$ cat src/rtl/pc_pkg.sv
// rtl/pc_pkg.sv - shared state encodings, PC increment and default vectors for pc_unit
package pc_pkg;
  localparam logic [1:0] ST_BOOT = 2'b00;
  localparam logic [1:0] ST_RUN  = 2'b01;
  localparam logic [1:0] ST_HALT = 2'b10;

  localparam int unsigned PC_INC = 4;

  localparam logic [31:0] DEF_RESET_VECTOR = 32'h0000_0000;
  localparam logic [31:0] DEF_TRAP_VECTOR  = 32'h0000_0100;
  localparam int unsigned DEF_RAS_DEPTH    = 4;
endpackage

$ cat src/rtl/pc_ras.sv
// rtl/pc_ras.sv - circular return-address stack; when full, a push overwrites the oldest entry
module pc_ras #(
  parameter int unsigned XLEN      = 32,
  parameter int unsigned RAS_DEPTH = 4
) (
  input  logic            clk_i,
  input  logic            rst_i,
  input  logic            push_i,
  input  logic            pop_i,
  input  logic [XLEN-1:0] wdata_i,
  output logic [XLEN-1:0] top_o,
  output logic            empty_o,
  output logic            full_o
);
  localparam int unsigned PW = $clog2(RAS_DEPTH);
  localparam logic [PW-1:0] PTR_ONE = PW'(1);
  localparam logic [PW:0]   CNT_ONE = (PW+1)'(1);
  localparam logic [PW:0]   CNT_MAX = (PW+1)'(RAS_DEPTH);

  logic [XLEN-1:0] mem_q [RAS_DEPTH];
  logic [PW-1:0]   top_q, top_d, wr_ptr;
  logic [PW:0]     cnt_q, cnt_d;
  logic            wr;

  assign empty_o = (cnt_q == '0);
  assign full_o  = (cnt_q == CNT_MAX);
  assign top_o   = empty_o ? '0 : mem_q[top_q];

  always_comb begin
    cnt_d  = cnt_q;
    top_d  = top_q;
    wr     = 1'b0;
    wr_ptr = top_q;
    // Push+pop on a non-empty stack replaces the top; on an empty one it degenerates to a push.
    if (push_i && pop_i && !empty_o) begin
      wr = 1'b1;
    end else if (push_i) begin
      wr     = 1'b1;
      top_d  = top_q + PTR_ONE;
      wr_ptr = top_q + PTR_ONE;
      if (!full_o) cnt_d = cnt_q + CNT_ONE;
    end else if (pop_i && !empty_o) begin
      top_d = top_q - PTR_ONE;
      cnt_d = cnt_q - CNT_ONE;
    end
  end

  always_ff @(posedge clk_i) begin
    if (rst_i) begin
      cnt_q <= '0;
      top_q <= '0;
    end else begin
      cnt_q <= cnt_d;
      top_q <= top_d;
    end
  end

  always_ff @(posedge clk_i) begin
    if (wr) mem_q[wr_ptr] <= wdata_i;
  end
endmodule

$ cat src/rtl/pc_unit.sv
// rtl/pc_unit.sv - program counter with boot/run/halt control, trap/return and return-address stack
module pc_unit
  import pc_pkg::*;
#(
  parameter int unsigned     XLEN         = 32,
  parameter logic [XLEN-1:0] RESET_VECTOR = XLEN'(DEF_RESET_VECTOR),
  parameter logic [XLEN-1:0] TRAP_VECTOR  = XLEN'(DEF_TRAP_VECTOR),
  parameter int unsigned     RAS_DEPTH    = DEF_RAS_DEPTH
) (
  input  logic            CLK,
  input  logic            RESET,
  input  logic            EN,
  input  logic            REDIRECT,
  input  logic [XLEN-1:0] TARGET,
  input  logic            TRAP,
  input  logic            MRET,
  input  logic            HALT_REQ,
  input  logic            RESUME,
  input  logic            RAS_PUSH,
  input  logic            RAS_POP,
  output logic [XLEN-1:0] PC,
  output logic [XLEN-1:0] PC_PLUS4,
  output logic [XLEN-1:0] EPC,
  output logic [XLEN-1:0] RAS_TOP,
  output logic            MISALIGN,
  output logic            RAS_EMPTY,
  output logic            RAS_FULL,
  output logic [1:0]      STATE
);
  logic [1:0]      state_q, state_d;
  logic [XLEN-1:0] pc_q, pc_d, epc_q, epc_d;
  logic            misalign_q, misalign_d;
  logic            bad_redirect, ras_en;

  assign PC       = pc_q;
  assign PC_PLUS4 = pc_q + XLEN'(PC_INC);
  assign EPC      = epc_q;
  assign MISALIGN = misalign_q;
  assign STATE    = state_q;

  // A misaligned redirect only traps when it would actually have been taken.
  assign bad_redirect = !HALT_REQ && !TRAP && !MRET && REDIRECT && EN && (TARGET[1:0] != 2'b00);
  assign ras_en       = (state_q == ST_RUN) && EN && !TRAP && !bad_redirect;

  always_comb begin
    state_d    = state_q;
    pc_d       = pc_q;
    epc_d      = epc_q;
    misalign_d = 1'b0;
    case (state_q)
      ST_BOOT: begin
        state_d = ST_RUN;
        pc_d    = RESET_VECTOR;
      end
      ST_RUN: begin
        if (HALT_REQ) begin
          state_d = ST_HALT;
        end else if (TRAP) begin
          pc_d  = TRAP_VECTOR;
          epc_d = pc_q;
        end else if (MRET) begin
          pc_d = epc_q;
        end else if (REDIRECT && EN) begin
          if (bad_redirect) begin
            pc_d       = TRAP_VECTOR;
            epc_d      = pc_q;
            misalign_d = 1'b1;
          end else begin
            pc_d = TARGET;
          end
        end else if (EN) begin
          pc_d = PC_PLUS4;
        end
      end
      ST_HALT: begin
        if (RESUME) state_d = ST_RUN;
      end
      default: state_d = ST_BOOT;
    endcase
  end

  always_ff @(posedge CLK) begin
    if (RESET) begin
      state_q    <= ST_BOOT;
      pc_q       <= RESET_VECTOR;
      epc_q      <= '0;
      misalign_q <= 1'b0;
    end else begin
      state_q    <= state_d;
      pc_q       <= pc_d;
      epc_q      <= epc_d;
      misalign_q <= misalign_d;
    end
  end

  pc_ras #(
    .XLEN      (XLEN),
    .RAS_DEPTH (RAS_DEPTH)
  ) u_ras (
    .clk_i   (CLK),
    .rst_i   (RESET),
    .push_i  (RAS_PUSH && ras_en),
    .pop_i   (RAS_POP && ras_en),
    .wdata_i (PC_PLUS4),
    .top_o   (RAS_TOP),
    .empty_o (RAS_EMPTY),
    .full_o  (RAS_FULL)
  );
endmodule
$ cat config.mk
export PLATFORM = sky130hd
export DESIGN_NAME = pc_unit
export DESIGN_NICKNAME = d
export VERILOG_FILES = /design/src/rtl/pc_pkg.sv /design/src/rtl/pc_ras.sv /design/src/rtl/pc_unit.sv
export SDC_FILE = /design/constraint.sdc
export NUM_CORES = 1
export LEC_CHECK = 0
export CAP_MARGIN = 20
export CORE_MARGIN = 2
export CORE_UTILIZATION = 56
export DETAILED_ROUTE_END_ITERATION = 8
export PLACE_DENSITY = 0.85
export SLEW_MARGIN = 0
export SYNTH_ARGS = -nofsm -noshare
export SYNTH_HDL_FRONTEND = slang
export SYNTH_HIERARCHICAL = 1
export SYNTH_SLANG_ARGS = --single-unit
$ cat constraint.sdc
create_clock -name CLK -period 8.6 [get_ports CLK]
set_input_delay 1.29 -clock CLK [delete_from_list [all_inputs] [get_ports CLK]]
set_output_delay 1.29 -clock CLK [all_outputs]
set_load 0.005 [all_outputs]
==> reports/qor.csv, run 1 <==
metric;value;unit
status;complete, no violations;
Final Cycle Share;58.4;%
end of the worst register-to-register path;u_ras/mem_q[2][14]$_DFFE_PP_;
Num Clock Sinks;202;
Worst path slowest cell;clkdlybuf4s50_1;
Min-Delay Endpoint;EPC[0]$_SDFFE_PP0P_;
max-slew violation count;0;
most common cell after layout, fill and taps aside;clkdlybuf4s50_1;
total track usage;30.8;%
overall routed net length;27.3;mm
final hold vios;0;
Setup WS pre-CTS;3.01;ns
Lkg Pwr;3.87;nW
placed cell areas;0.0111;mm2
CTS tree;built;
CP max stage delay;0.64;ns
combinational share of power;5.3;%
Syn Inst Count;766;
Peak VDD IR;134;uV
CP Data Arrival Time;5.16;ns
First-pass DRT Iterations;8;
Worst-path clk slew;0.06;ns
postcts setup bufs;0;
Sw Pwr;0.426;mW
Diodes inserted;0;
die width;132;um
global-route wire length before repair;42.0;mm
Critical Path End Type;register;
ys flop type;edfxtp_1;
# placed instances;1112;
Area Growth Syn to Fin;27.7;%
via count;7437;
Adder-Cell Fraction of Synth Area;0.761;%
XOR/XNOR share of the synthesized area;2.85;%
largest family of logic cells by synthesized area;simple AND/OR/NAND/NOR gates;
sequential power share;52.2;%
hold path start;EPC[0]$_SDFFE_PP0P_;
most frequent cells in the layout;clkdlybuf4s50_1 (173), edfxtp_1 (128), nand2_1 (94);
DRT iter0 DRCs;1101;
net switching fraction of the power;21.6;%
Compound-Gate Fraction of Synth Area;12.1;%
share of cells above drive strength 1;9.96;%
TritonCTS Buffers;21;
skew final;0.0161;ns
Fill cells;1042;
clk_lat worst skew;0.49;ns
crit-path leading delay family;simple AND/OR/NAND/NOR gates;
critical path type;input port to register;
die area;0.0175;mm2
Post-Syn Nets;813;
Worst-Margin Slew;1.09;ns
Die Y;132;um
worst reg-to-reg path cell count;8;
# Max-Cap Violations;0;
CP max FO;23;
Pint;1.55;mW
cts hold-fix bufs;0;
synth warn;6;
Power Total;1.98;mW
crit path buf inv count;3;
Yosys top cell area share;41.8;%
Avg WL per Cell;23.8;um
multi-input logic area;0.00365;mm2
Starting Density;57.5;%
Post-Syn Area;0.00921;mm2
Final Cell Area;0.0118;mm2
setup_tns;0;ns
htree depth;1;
final RePlAce weighted congestion;0.913;
vias per cell;6.47;
sequential cell area fraction in the yosys report;57.8;%
FF-to-FF Start;STATE[0]$_SDFFE_PP0P_;
Setup WS post-layout;3.57;ns
dpl hpwl;18.3;mm
DRC violations left;0;
power per standard cell area;168;mW/mm2
mux contribution to synthesized area;7.94;%
#FFs+latches synth;202;
fin util;73.5;%
Fmax;199;MHz
simple-gate share of the synthesized area;15.3;%
vias in the first global route;7340;
Worst setup SP type;input port;
flop2flop setup slack;4.98;ns
clock group share of total power;42.5;%
Max Buffers Root-to-Sink;3;
Layout Cells excl Fill;1150;
core outline area;0.0160;mm2
fin crit period;5.03;ns
setup violators final;0;
Placement Rows;46;
WHS;0.474;ns
synth top area cells;edfxtp_1 (42%), dfxtp_1 (16%), mux4_2 (7.8%), nand2_1 (3.8%), a21oi_1 (2.8%);
post-synth top area cell;edfxtp_1;
storage element area;0.00533;mm2
Hold WC Path Type;register to register;
hold depth;2;
fin nets;967;
gr ovfl total;0;
critical path depth;10;
worst path cell trace;clkdlybuf4s50_1, nand2_1, nor3_1, nor2_1, and4_1, inv_1, ha_1, and2_1, o31ai_4, buf_4;
I/O Pins;175;
worst endpoint required time;8.74;ns
post-cts resize count;0;
Detail Route Antenna Nets;0;
port buffer count;174;
antenna violations before repair;0;
Avg Cell Area, Syn;12.0;um2
Async SR Flop Fraction;0;%
Synth cell types;68;
largest net degree at the start of global routing;57;
number of synthesized flops with an enable pin;128;
relative slew slack;27.0;%
CTS Root Buffer Type;clkbuf_16;
unrepaired setup endpoints after global routing;false;
## flip-flops by register name (all words and copies together), names as in the netlist, named ones only
name	cells
u_ras/mem_q	128
EPC	32
PC	32
u_ras/cnt_q	3
STATE	2
u_ras/top_q	2
MISALIGN	1
## power by group through the flow
stage	Combinational (mW)	Clock, mW	Sequential (mW)
final	0.105	0.841	1.03
after global routing	0.111	0.883	1.03
after CTS	0.101	0.842	1.03
after detailed placement	0.0999	0	1.05
after global placement	0.0983	0	1.05
after floorplan	0.0522	0	1.05
## logic make-up after synthesis
group	count (synthesis)
buf+inv	66
xor+xnor	30
mux	33
fa+ha+maj	5
simple gates	269
compound gates	161
flops	202
## worst min-delay path: stages, from the launching register on
cell and delay, ns:
dfxtp_1 0.32, nand2_1 0.06, a21oi_1 0.05
## how the worst max path moves through the flow
stage | startpoint | to | slack [ns]
final | EN | u_ras/mem_q[2][14]$_DFFE_PP_ | 3.57
after floorplan | EN | u_ras/mem_q[2][0]$_DFFE_PP_ | 2.65
after detailed placement | EN | u_ras/mem_q[0][14]$_DFFE_PP_ | 3.01
after CTS | EN | u_ras/mem_q[0][16]$_DFFE_PP_ | 3.45
after global placement | MRET | u_ras/mem_q[0][12]$_DFFE_PP_ | 3.19
after global routing | MRET | u_ras/mem_q[2][18]$_DFFE_PP_ | 3.33
## layer usage
metal	part of all wire, %	routed length, um	vias up	track usage [%]
met5	0	0	-	0
met4	4.3	1180	0	13.6
met3	11	3050	82	5.42
met2	48	13100	558	50.7
met1	36	9950	3586	40.3
li1	-	-	3211	-
## layout make-up
class	instances	area share [%]
inverter	11	0.351
timing repair buffer	186	15.7
sequential	202	45.3
tap	216	2.30
clock buffer	30	4.76
clock inverter	7	0.532
multi-input combinational	498	31.1
## Yosys cell counts (all sizes together), types with 3 or more instances
cell type	number
a211o	4
a211oi	5
a21oi	51
a222oi	7
a22o	11
a22oi	14
a31oi	5
a32o	3
and2	8
and2b	16
and3	7
and4	9
buf	28
clkbuf	27
dfxtp	74
edfxtp	128
ha	4
inv	11
mux4	32
nand2	94
nand3	22
nand3b	3
nand4	13
nor2	37
nor2b	22
nor3	14
nor3b	4
nor4	6
o21ai	22
o2bb2ai	6
o31a	3
o31ai	6
or3	3
or4	4
xnor2	19
xor2	11
(Power assumes the default switching activity.)
==> run 2: changes to the inputs <==
- CORE_UTILIZATION: 56 -> 47
- PLACE_DENSITY: 0.85 -> 0.76
- clock period: 8.6 -> 4.5 ns (I/O delays scaled with it)
==> run 2 against run 1 <==
Compared with the run above: sequential share of layout area decreased by 0.95 points; routed wire length decreased by 1.6%; combinational power increased by 95%; via count decreased by 3.3%; flip-flop and latch count unchanged; design area increased by 2.1%; core utilization decreased by 11 points; clock skew decreased by 0.0051 ns.
==> reports/qor.csv, run 2 (synthesized netlist as in run 1, its figures left out) <==
metric;value;unit;change
status;complete, no violations;;unchanged
fin nets;979;;was 967
Detail Route Antenna Nets;0;;unchanged
Max Buffers Root-to-Sink;3;;unchanged
multi-input logic area;0.00364;mm2;was 0.00365 mm2
worst path cell trace;ha_1, nand4_1, or2_2, nor3_1, xor2_1, clkdlybuf4s50_1;;was clkdlybuf4s50_1, nand2_1, nor3_1, nor2_1, and4_1, inv_1, ha_1, and2_1, o31ai_4, buf_4
postcts setup bufs;0;;unchanged
Starting Density;47.6;%;was 57.5%
Worst-Margin Slew;0.897;ns;was 1.09 ns
critical path type;register to output port;;was input port to register
CP max FO;10;;was 23
gr ovfl total;0;;unchanged
post-cts resize count;0;;unchanged
DRT iter0 DRCs;782;;was 1,101
CTS tree;built;;unchanged
setup_tns;0;ns;unchanged
die area;0.0207;mm2;was 0.0175 mm2
Fmax;246;MHz;
Avg WL per Cell;22.2;um;was 23.8 um
unrepaired setup endpoints after global routing;false;;unchanged
htree depth;1;;unchanged
overall routed net length;26.9;mm;was 27.3 mm
Worst setup SP type;register;;was input port
relative slew slack;40.1;%;was 27.0%
Final Cycle Share;90.2;%;
worst endpoint required time;3.83;ns;was 8.74 ns
vias per cell;5.93;;was 6.47
TritonCTS Buffers;21;;unchanged
Area Growth Syn to Fin;30.4;%;was 27.7%
CP Data Arrival Time;3.38;ns;was 5.16 ns
Worst-path clk slew;0.06;ns;about the same
I/O Pins;175;;unchanged
share of cells above drive strength 1;11.3;%;was 9.96%
final RePlAce weighted congestion;0.903;;was 0.913
DRC violations left;0;;unchanged
core outline area;0.0193;mm2;was 0.0160 mm2
Peak VDD IR;255;uV;was 134 uV
Hold WC Path Type;register to register;;unchanged
Lkg Pwr;3.97;nW;was 3.87 nW
port buffer count;174;;unchanged
most frequent cells in the layout;clkdlybuf4s50_1 (173), edfxtp_1 (128), nand2_1 (94);;unchanged
largest net degree at the start of global routing;56;;was 57
CTS Root Buffer Type;clkbuf_16;;unchanged
CP max stage delay;0.58;ns;was 0.64 ns
storage element area;0.00533;mm2;unchanged
Setup WS pre-CTS;0.606;ns;was 3.01 ns
die width;144;um;was 132 um
Num Clock Sinks;202;;unchanged
most common cell after layout, fill and taps aside;clkdlybuf4s50_1;;unchanged
skew final;0.0109;ns;was 0.0161 ns
clk_lat worst skew;0.50;ns;was 0.49 ns
power per standard cell area;326;mW/mm2;was 168 mW/mm2
Die Y;144;um;was 132 um
worst reg-to-reg path cell count;8;;unchanged
Biggest register;u_ras/mem_q;;unchanged
Setup WS post-layout;0.440;ns;was 3.57 ns
via count;7191;;was 7,437
Worst path slowest cell;dfxtp_1;;was clkdlybuf4s50_1
total track usage;25.6;%;was 30.8%
global-route wire length before repair;39.9;mm;was 42.0 mm
max-slew violation count;0;;unchanged
vias in the first global route;6776;;was 7,340
fin crit period;4.06;ns;
Diodes inserted;0;;unchanged
hold depth;2;;unchanged
number of flip-flops in the largest register;128;;unchanged
setup violators final;0;;unchanged
Critical Path End Type;output port;;was register
dpl hpwl;18.6;mm;was 18.3 mm
Placement Rows;51;;was 46
cts hold-fix bufs;0;;unchanged
# Max-Cap Violations;0;;unchanged
final hold vios;0;;unchanged
Fill cells;1474;;was 1,042
antenna violations before repair;0;;unchanged
First-pass DRT Iterations;5;;was 8
-- run 2: final cells by class --
class,instances,area share (%)
flip-flops and latches,202,44.4
multi-input cells,498,30.3
repair buffers,198,16.4
clock buffers,30,5.07
well taps,265,2.76
clock inverters,8,0.729
inverters,11,0.344
-- run 2: path summary, 6_finish.rpt --
path / startpoint / to / slack, ns
max: PC[2]$_SDFFE_PP0P_ / PC_PLUS4[14] / 0.44
min: EPC[17]$_SDFFE_PP0P_ / EPC[17]$_SDFFE_PP0P_ / 0.48
max reg2reg: STATE[0]$_SDFFE_PP0P_ / u_ras/mem_q[0][15]$_DFFE_PP_ / 1.89
min reg2reg: EPC[17]$_SDFFE_PP0P_ / EPC[17]$_SDFFE_PP0P_ / 0.48
-- run 2: power by group --
part | total, mW | switching [mW] | internal [mW]
logic | 0.205 | 0.119 | 0.0857
clock network | 1.74 | 0.682 | 1.05
registers | 1.97 | 0.0112 | 1.96
total | 3.91 | 0.813 | 3.10
-- run 2: critical path, delay by kind of cell, from the launching register on --
kind | cells | cell delay, ns
XOR/XNOR | 1 | 0.38
adder cells (fa/ha/maj) | 1 | 0.31
buffers and inverters | 1 | 0.58
flip-flops | 1 | 0.58
AND/OR/NAND/NOR | 3 | 1.05
-- run 2: through the flow --
step,total power [mW],cell area [um2],utilization (%),instances,hold WS (ns)
after floorplan,2.10,9220,-,766,0.465
after global placement,2.21,11300,58.2,1172,0.460
after detailed placement,2.21,11300,58.5,1174,0.466
after CTS,3.92,12000,62.1,1212,0.473
after global routing,4.01,12000,62.1,1212,0.498
final,3.91,12000,62.1,1212,0.475
-- run 2: metal layers --
metal	wire length, um	track usage, %	up-vias
met3	2230	3.10	61
met2	12600	40.2	403
li1	-	-	3225
met5	0	0	-
met1	11100	36.5	3502
met4	946	10.2	0
